## src/rtl/vend_pkg.sv

```systemverilog
// Shared vending types: payout FSM states, coin unit values and the default amount width.
// Also used by the vending FSM on the coin-in side.
package vend_pkg;

    localparam int AMT_W_DEF = 5;
    localparam int NICKEL_U  = 1;
    localparam int DIME_U    = 2;
    localparam int INV_W     = 8;

    typedef enum logic [2:0] {
        S_IDLE     = 3'd0,
        S_PICK     = 3'd1,
        S_FIRE     = 3'd2,
        S_WAIT_ACK = 3'd3,
        S_DONE     = 3'd4,
        S_ERR      = 3'd5
    } disp_state_t;

    // Value in nickel units of the coin currently selected
    function automatic logic [1:0] coin_units(input logic sel_dime);
        if (sel_dime) begin
            return 2'(DIME_U);
        end else begin
            return 2'(NICKEL_U);
        end
    endfunction

endpackage

```

## src/rtl/change_dispenser_ack_timer.sv

```systemverilog
// ack_timer: clearable, enabled up-counter that flags expiry at LIMIT-1 and holds there.
// Generic enough to serve as a coin-in debounce timer.
module ack_timer #(
    parameter int LIMIT = 16
) (
    input  logic clk,
    input  logic reset,
    input  logic clear,
    input  logic en,
    output logic expired
);

    localparam int CW = $clog2(LIMIT);

    logic [CW-1:0] r_cnt;

    // Count while enabled; saturate at the terminal value
    always_ff @(posedge clk) begin
        if (reset) begin
            r_cnt <= '0;
        end else if (clear) begin
            r_cnt <= '0;
        end else if (en && !expired) begin
            r_cnt <= r_cnt + CW'(1);
        end
    end

    assign expired = (r_cnt == CW'(LIMIT - 1));

endmodule

```

## src/rtl/change_dispenser.sv

```systemverilog
// change_dispenser: greedy dime/nickel payout with per-coin motor handshake and ack timeout.
// Optional coin inventory tracking is enabled by defining CHANGE_DISP_INVENTORY_EN.
module change_dispenser
    import vend_pkg::*;
#(
    parameter int AMT_W       = AMT_W_DEF,
    parameter int ACK_TIMEOUT = 16
`ifdef CHANGE_DISP_INVENTORY_EN
    ,
    parameter int DIME_STOCK   = 20,
    parameter int NICKEL_STOCK = 20
`endif
) (
    input  logic             clk,
    input  logic             reset,
    input  logic             req,
    input  logic [AMT_W-1:0] amount,
    input  logic             motor_ack,
    output logic             disp_n,
    output logic             disp_d,
    output logic             busy,
    output logic             done,
    output logic             err
`ifdef CHANGE_DISP_INVENTORY_EN
    ,
    output logic             dime_empty,
    output logic             nick_empty
`endif
);

    disp_state_t      r_state;
    disp_state_t      w_next;
    logic [AMT_W-1:0] r_rem;
    logic             r_sel_dime;
    logic             w_pick_dime;
    logic             r_err;
    logic             w_expired;
    logic             w_dime_ok;
    logic             w_nick_ok;
    logic             w_rem_zero;
    logic             w_rem_ge2;

    assign w_rem_zero = (r_rem == '0);
    assign w_rem_ge2  = (r_rem >= AMT_W'(DIME_U));

    ack_timer #(
        .LIMIT(ACK_TIMEOUT)
    ) u_ack_timer (
        .clk    (clk),
        .reset  (reset),
        .clear  (r_state == S_FIRE),
        .en     (r_state == S_WAIT_ACK),
        .expired(w_expired)
    );

`ifdef CHANGE_DISP_INVENTORY_EN
    logic [INV_W-1:0] r_dime_cnt;
    logic [INV_W-1:0] r_nick_cnt;

    // Stock counters: the coin type that was acknowledged leaves the hopper
    always_ff @(posedge clk) begin
        if (reset) begin
            r_dime_cnt <= INV_W'(DIME_STOCK);
            r_nick_cnt <= INV_W'(NICKEL_STOCK);
        end else if (r_state == S_WAIT_ACK && motor_ack) begin
            if (r_sel_dime) begin
                r_dime_cnt <= r_dime_cnt - INV_W'(1);
            end else begin
                r_nick_cnt <= r_nick_cnt - INV_W'(1);
            end
        end
    end

    assign w_dime_ok  = (r_dime_cnt != '0);
    assign w_nick_ok  = (r_nick_cnt != '0);
    assign dime_empty = !w_dime_ok;
    assign nick_empty = !w_nick_ok;
`else
    assign w_dime_ok = 1'b1;
    assign w_nick_ok = 1'b1;
`endif

    // State register
    always_ff @(posedge clk) begin
        if (reset) begin
            r_state <= S_IDLE;
        end else begin
            r_state <= w_next;
        end
    end

    // Next-state and coin selection; an ack on the expiry cycle still counts as success
    always_comb begin
        w_next      = r_state;
        w_pick_dime = 1'b0;
        case (r_state)
            S_IDLE: begin
                if (req) begin
                    w_next = S_PICK;
                end else begin
                    w_next = S_IDLE;
                end
            end
            S_PICK: begin
                if (w_rem_zero) begin
                    w_next = S_DONE;
                end else if (w_rem_ge2 && w_dime_ok) begin
                    w_pick_dime = 1'b1;
                    w_next      = S_FIRE;
                end else if (w_nick_ok) begin
                    w_next = S_FIRE;
                end else begin
                    w_next = S_ERR;
                end
            end
            S_FIRE:     w_next = S_WAIT_ACK;
            S_WAIT_ACK: begin
                if (motor_ack) begin
                    w_next = S_PICK;
                end else if (w_expired) begin
                    w_next = S_ERR;
                end else begin
                    w_next = S_WAIT_ACK;
                end
            end
            S_DONE:     w_next = S_IDLE;
            S_ERR:      w_next = S_IDLE;
            default:    w_next = S_IDLE;
        endcase
    end

    // Remaining amount, latched coin choice and sticky error
    always_ff @(posedge clk) begin
        if (reset) begin
            r_rem      <= '0;
            r_sel_dime <= 1'b0;
            r_err      <= 1'b0;
        end else begin
            case (r_state)
                S_IDLE: begin
                    if (req) begin
                        r_rem <= amount;
                        r_err <= 1'b0;
                    end
                end
                S_PICK:     r_sel_dime <= w_pick_dime;
                S_WAIT_ACK: begin
                    if (motor_ack) begin
                        r_rem <= r_rem - AMT_W'(coin_units(r_sel_dime));
                    end
                end
                S_ERR:      r_err <= 1'b1;
                default:    r_err <= r_err;
            endcase
        end
    end

    assign disp_d = (r_state == S_FIRE) && r_sel_dime;
    assign disp_n = (r_state == S_FIRE) && !r_sel_dime;
    assign busy   = (r_state != S_IDLE);
    assign done   = (r_state == S_DONE);
    assign err    = r_err;

endmodule
```

## config.mk

```make
export PLATFORM = sky130hd
export DESIGN_NAME = change_dispenser
export DESIGN_NICKNAME = d
export VERILOG_FILES = /design/src/rtl/vend_pkg.sv /design/src/rtl/change_dispenser_ack_timer.sv /design/src/rtl/change_dispenser.sv
export SDC_FILE = /design/constraint.sdc
export NUM_CORES = 1
export LEC_CHECK = 0
export CAP_MARGIN = 10
export CORE_MARGIN = 4
export CORE_UTILIZATION = 37
export DETAILED_ROUTE_END_ITERATION = 12
export GPL_TIMING_DRIVEN = 0
export SETUP_SLACK_MARGIN = 0.3
export SYNTH_ARGS = -nofsm -noshare
export SYNTH_HDL_FRONTEND = slang
export SYNTH_HIERARCHICAL = 1
export SYNTH_SLANG_ARGS = --single-unit
```

## constraint.sdc

```tcl
create_clock -name clk -period 2.45 [get_ports clk]
set_input_delay 0.49 -clock clk [delete_from_list [all_inputs] [get_ports clk]]
set_output_delay 0.49 -clock clk [all_outputs]
set_load 0.02 [all_outputs]
```

; Word level (Yosys, flattened, before mapping)
; Index checks and enable logic that the tools add are counted.
; W data, S select, Z words.
[totals]
regBits = 14
latch_bits = 0
ram_bits = 0
mem_bits_ro = 0
input_bits = 9
out_inout_bits = 5
word_cells = 45
n_memories = 0
[classes]
n_addsub = 2
multipliers = 0
n_div = 0
magnitude_cmp = 1
eq_ne = 8
shift = 0
muxes = 16
n_bitwise = 0
n_reduce_logical = 13
[op_table]
columns = cell, n
row1 = $pmux W3 S4, 1
row2 = $mux W5, 2
row3 = $pmux W5 S2, 1
row4 = $mux W3, 3
row5 = $mux W2, 4
row6 = $eq A3 B2 Y1 const B, 2
row7 = $eq A3 B3 Y1 const B, 2
row8 = $ge A5 B2 Y1 const B, 1
row9 = $logic_not A5 Y1, 1
row10 = $sub A5 B2 Y5, 1
row11 = $add A4 B1 Y4 const B, 1
row12 = $eq A4 B4 Y1 const B, 1
row13 = $mux W1, 4
row14 = $ne A2 B2 Y1 const B, 2
row15 = $reduce_bool A2 Y1, 2
row16 = $eq A3 B1 Y1 const B, 1
row17 = $logic_and A1 B1 Y1, 3
row18 = $logic_not A3 Y1, 1
row19 = $reduce_and A3 Y1, 1
row20 = $reduce_bool A3 Y1, 1
row21 = $logic_not A1 Y1, 2
row22 = $pmux W1 S2, 1
row23 = $reduce_and A2 Y1, 1
row24 = $reduce_or A2 Y1, 1

; Logic depth before layout (Yosys ltp)
[logic_depth]
word_depth = 7
ltp_mapped = 7
depth_no_buf = 7

; Cells and area by module
; Netlist, hierarchy kept.
[modules_own_cells]
columns = mod, n_inst, cells_per_inst, area_each_um2, seq_area_each_um2
row1 = change_dispenser, 1, 78, 693.2, 200.2
row2 = ack_timer, 1, 22, 211.5, 80.1

; Worst setup path before layout
; Ideal clock, no wire load.
[synth_path]
path_kind = register to output
start = register r_state[0]
end = output port disp_d
t_arrival_ps = 1218
t_required_ps = 1960
setup_slack_ps = 742
path_stages_with_launch = 3
path_buffers = 1
cell_sequence = dfxtp_1 > buf_2 > nor4_1
[synth_via]
elab_chain_len = 2
[synth_lines]
columns = item, line_no
row1 = start: declaration, change_dispenser.sv:31  ; disp_state_t r_state;
row2 = start signal: assignment, change_dispenser.sv:88  ; r_state <= w_next;
row3 = $eq A3 B2 Y1, change_dispenser.sv:158  ; assign disp_d = (r_state == S_FIRE) && r_sel_dime;
row4 = $logic_and A1 B1 Y1, change_dispenser.sv:158
row5 = end: declaration, change_dispenser.sv:20  ; output logic disp_d,
; Every way passes these cells.

; Worst setup path in the final report
[layout_path]
start = register r_state[0]
end = output port disp_n
[layout_via]
elab_chain_len = 2
[layout_lines]
columns = item, line_no
row1 = $eq A3 B2 Y1, change_dispenser.sv:159  ; assign disp_n = (r_state == S_FIRE) && !r_sel_dime;
row2 = $logic_and A1 B1 Y1, change_dispenser.sv:159
row3 = end: declaration, change_dispenser.sv:19  ; output logic disp_n,
; Every way passes these cells.

==> qor.json <==
{
  "hold_path": {
    "timing.hold.worst_path_depth": 2,
    "hold_path.class": "flip-flop to flip-flop",
    "min-delay-start": "u_ack_timer/r_cnt[1]",
    "min_delay_worst_endpoint": "u_ack_timer/r_cnt[1]"
  },
  "clock_network": {
    "clock_sinks": 14,
    "root_buffer": "sky130_fd_sc_hd__clkbuf_4",
    "cts-hold-fix-buffers": 0,
    "clock_tree_from_tritoncts": "yes",
    "clock_latency_ps": 290,
    "tritoncts.num_buffers": 3,
    "cts_htree_levels": 1,
    "ctsLongestPathBuffers": 2,
    "clkTransAtPathRegs_ps": 90,
    "cts.repair_timing.setup_buffer_count": 0
  },
  "setup_path": {
    "crit-reg2reg-capture": "r_rem[4]",
    "crit-reg2reg-launch": "r_sel_dime",
    "arrival_ps": 1590,
    "slowest_stage_cell_cp": "sky130_fd_sc_hd__dlygate4sd2_1",
    "r2r.worst_path.cells": 7,
    "crit_path_start": "r_state[0]",
    "nature_of_the_critical_path_startpoint": "flip-flop",
    "critical_path.cell_chain": "buf_2, nor4_1, dlygate4sd2_1",
    "setup.worst_path.end_class": "primary output",
    "worstPathRequired_ps": 1960,
    "cp.buffers_inverters": 2,
    "worstPathMaxFanout": 10,
    "cp_slowest_stage_delay_ps": 380,
    "path_delay_family": "buffers and inverters",
    "rrSetupSlack_ps": 610,
    "path_type_of_the_worst_setup_path": "flip-flop to primary output"
  },
  "placed_design": {
    "detailed_place_hpwl_um": 1520,
    "numPortBuffers": 13,
    "dp_slack_ps": 420,
    "placed_cell_area_um2": 1070,
    "finalWeightedCongestion": 0.719
  },
  "routing": {
    "post-route-drc-count": 0,
    "viasPerCell": 5.43,
    "drtPass1Iterations": 4,
    "wirelength_um": 1960,
    "first_iter_violations": 7,
    "detailroute.via_count": 788,
    "postRouteAntennaNets": 0,
    "routedWlPerCell_um": 13.5
  },
  "final_layout": {
    "antenna_cells": 0,
    "areaGrowthSynthToFinish_pct": 22.1,
    "post-route-cell-area_um2": 1100,
    "nNetsFinal": 131,
    "drive_gt1_frac": 0.205
  },
  "sta": {
    "setup_ws_ps": 368,
    "achievable-frequency_ghz": 0.480,
    "layout_min_cycle_time_ps": 2080,
    "finalCritPeriodShare": 0.850,
    "finalHoldViolations": 0,
    "setup-violations-final": 0,
    "finalMaxSlewViolations": 0,
    "worst_slew_margin_rel": 0.627,
    "rsz0062_at_grt": "false",
    "tns_ps": 0,
    "actual_slew_at_the_worst_max_slew_pin_ps": 559,
    "final.setup_skew_ps": 1.31
  },
  "global_routing": {
    "grt_overflow": 0,
    "first_global_vias": 762,
    "track_usage": 0.132,
    "antenna_violations_before_repair": 0,
    "grt_start_max_net_pins": 11,
    "grt_pass1_wl_um": 3510
  },
  "synthesis": {
    "synth_top_cell_area_share": 0.310,
    "avgSynthCellArea_um2": 9.05,
    "netlist_instances": 100,
    "synth_edf_count": 0,
    "mappedNetlistArea_um2": 905,
    "synth_cell_types": 47,
    "post_synth_main_area_contributors": "sky130_fd_sc_hd__dfxtp_1, sky130_fd_sc_hd__a211oi_2, sky130_fd_sc_hd__a21oi_1",
    "synth-main-ff-cell": "sky130_fd_sc_hd__dfxtp_1",
    "synth_nets": 113,
    "ys_warn_count": 6,
    "ys_async_sr_fraction": 0,
    "synth.ff_latch_count": 14,
    "synth_largest_area_cell": "sky130_fd_sc_hd__dfxtp_1",
    "yosysSeqAreaShare": 0.310
  },
  "floorplanning": {
    "floorplan.initialDensity": 0.397,
    "core_area_um2": 2280,
    "row_count": 17,
    "die_w_um": 57.4,
    "die_h_um": 57.4,
    "boundaryPins": 14,
    "fp.dieArea_um2": 3300
  },
  "job": {
    "max_cap_violations": 0
  },
  "power_and_ir_drop": {
    "static-leakage-power_nw": 0.448,
    "power_density_nw_per_um2": 569,
    "peakVddDrop_mv": 0.310
  },
  "outcome": {
    "outcome": "finished clean"
  }
}
cells in the mapped netlist (2+ instances only):
cell type / number
sky130_fd_sc_hd__a211oi_2: 4
sky130_fd_sc_hd__nor2_1: 7
sky130_fd_sc_hd__or3_1: 2
sky130_fd_sc_hd__nand2_1: 6
sky130_fd_sc_hd__o21a_1: 2
sky130_fd_sc_hd__o21ai_1: 4
sky130_fd_sc_hd__inv_1: 7
sky130_fd_sc_hd__nor4_1: 2
sky130_fd_sc_hd__dfxtp_1: 14
sky130_fd_sc_hd__nand4b_1: 2
sky130_fd_sc_hd__a21oi_1: 8
sky130_fd_sc_hd__ha_1: 3
sky130_fd_sc_hd__buf_6: 3
sky130_fd_sc_hd__nor3_1: 3
per-stage QoR:
stage	hold WS (ps)	utilization	power [mW]	cells
2_1_floorplan	459	-	0.405	100
3_3_place_gp	481	0.470	0.460	141
3_5_place_dp	495	0.470	0.463	141
4_1_cts	508	0.484	0.637	145
5_1_grt	530	0.485	0.668	145
6_report	505	0.485	0.629	145
cells in the final DEF (no fill, tap or decap), types with 2 or more instances in the layout:
cell type and count:
sky130_fd_sc_hd__dfxtp_1 14, sky130_fd_sc_hd__clkdlybuf4s50_1 9, sky130_fd_sc_hd__a21oi_1 8, sky130_fd_sc_hd__inv_1 7, sky130_fd_sc_hd__nor2_1 7, sky130_fd_sc_hd__nand2_1 6, sky130_fd_sc_hd__o21ai_1 4, sky130_fd_sc_hd__a211oi_2 4
sky130_fd_sc_hd__buf_6 3, sky130_fd_sc_hd__nor3_1 3, sky130_fd_sc_hd__ha_1 3, sky130_fd_sc_hd__clkbuf_4 3, sky130_fd_sc_hd__dlygate4sd2_1 3, sky130_fd_sc_hd__or3_1 2, sky130_fd_sc_hd__nor4_1 2, sky130_fd_sc_hd__o21a_1 2
sky130_fd_sc_hd__nand4b_1 2
power by group:
part	total (mW)	internal, mW	switching [mW]
Clock	0.176	0.0906	0.0850
Sequential	0.263	0.245	0.0180
Combinational	0.190	0.0886	0.102
how the worst max path moves through the flow:
stage,endpoint,slack (ps),cells past startpoint
after floorplan,disp_d,740,2
after global placement,disp_n,440,3
after detailed placement,disp_d,420,3
after CTS,busy,300,3
after global routing,disp_d,320,3
final,disp_n,370,3
layout make-up:
type / count / area [um2]
fill: 220 / 1170
timing repair buffer: 13 / 129
inverter: 8 / 30.0
multi-input combinational: 73 / 552
buffer: 5 / 42.5
clock buffer: 4 / 36.3
sequential: 14 / 280
tap: 28 / 35.0
state kept, by name (all words and copies together) (netlist names):
| signal | cells |
|---|---|
| err | 1 |
| r_rem | 5 |
| r_sel_dime | 1 |
| r_state | 3 |
| u_ack_timer/r_cnt | 4 |
layer usage:
layer  vias to the layer above  track usage  wire length (um)
met2                         9        0.215               907
met1                       375        0.173               951
met3                         4       0.0249                72
li1                        400            -                 -
met5                         -            0                 0
met4                         0       0.0497                33
repair_timing:
item	CTS	global route
pin swaps	0	0
endpoints found under the setup margin	3	1
endpoints found under the hold margin	0	0
gates resized for setup	3	1
worst reg2reg max path, stage by stage (launching register included):
cell and delay, ps:
sky130_fd_sc_hd__dfxtp_1 410, sky130_fd_sc_hd__inv_1 100, sky130_fd_sc_hd__ha_1 210, sky130_fd_sc_hd__fa_1 430
sky130_fd_sc_hd__nor4b_1 160, sky130_fd_sc_hd__mux2_1 280, sky130_fd_sc_hd__nand2_1 60, sky130_fd_sc_hd__a21oi_1 60
cells by family after synthesis:
family                   share of synthesized area
AND/OR/NAND/NOR                              0.268
flip-flops                                   0.310
adder cells (fa/ha/maj)                     0.0636
buffers and inverters                       0.0802
multiplexers                                0.0124
AO/OA/AOI/OAI                                0.266
No activity file was read; power rests on OpenSTA's default activity.
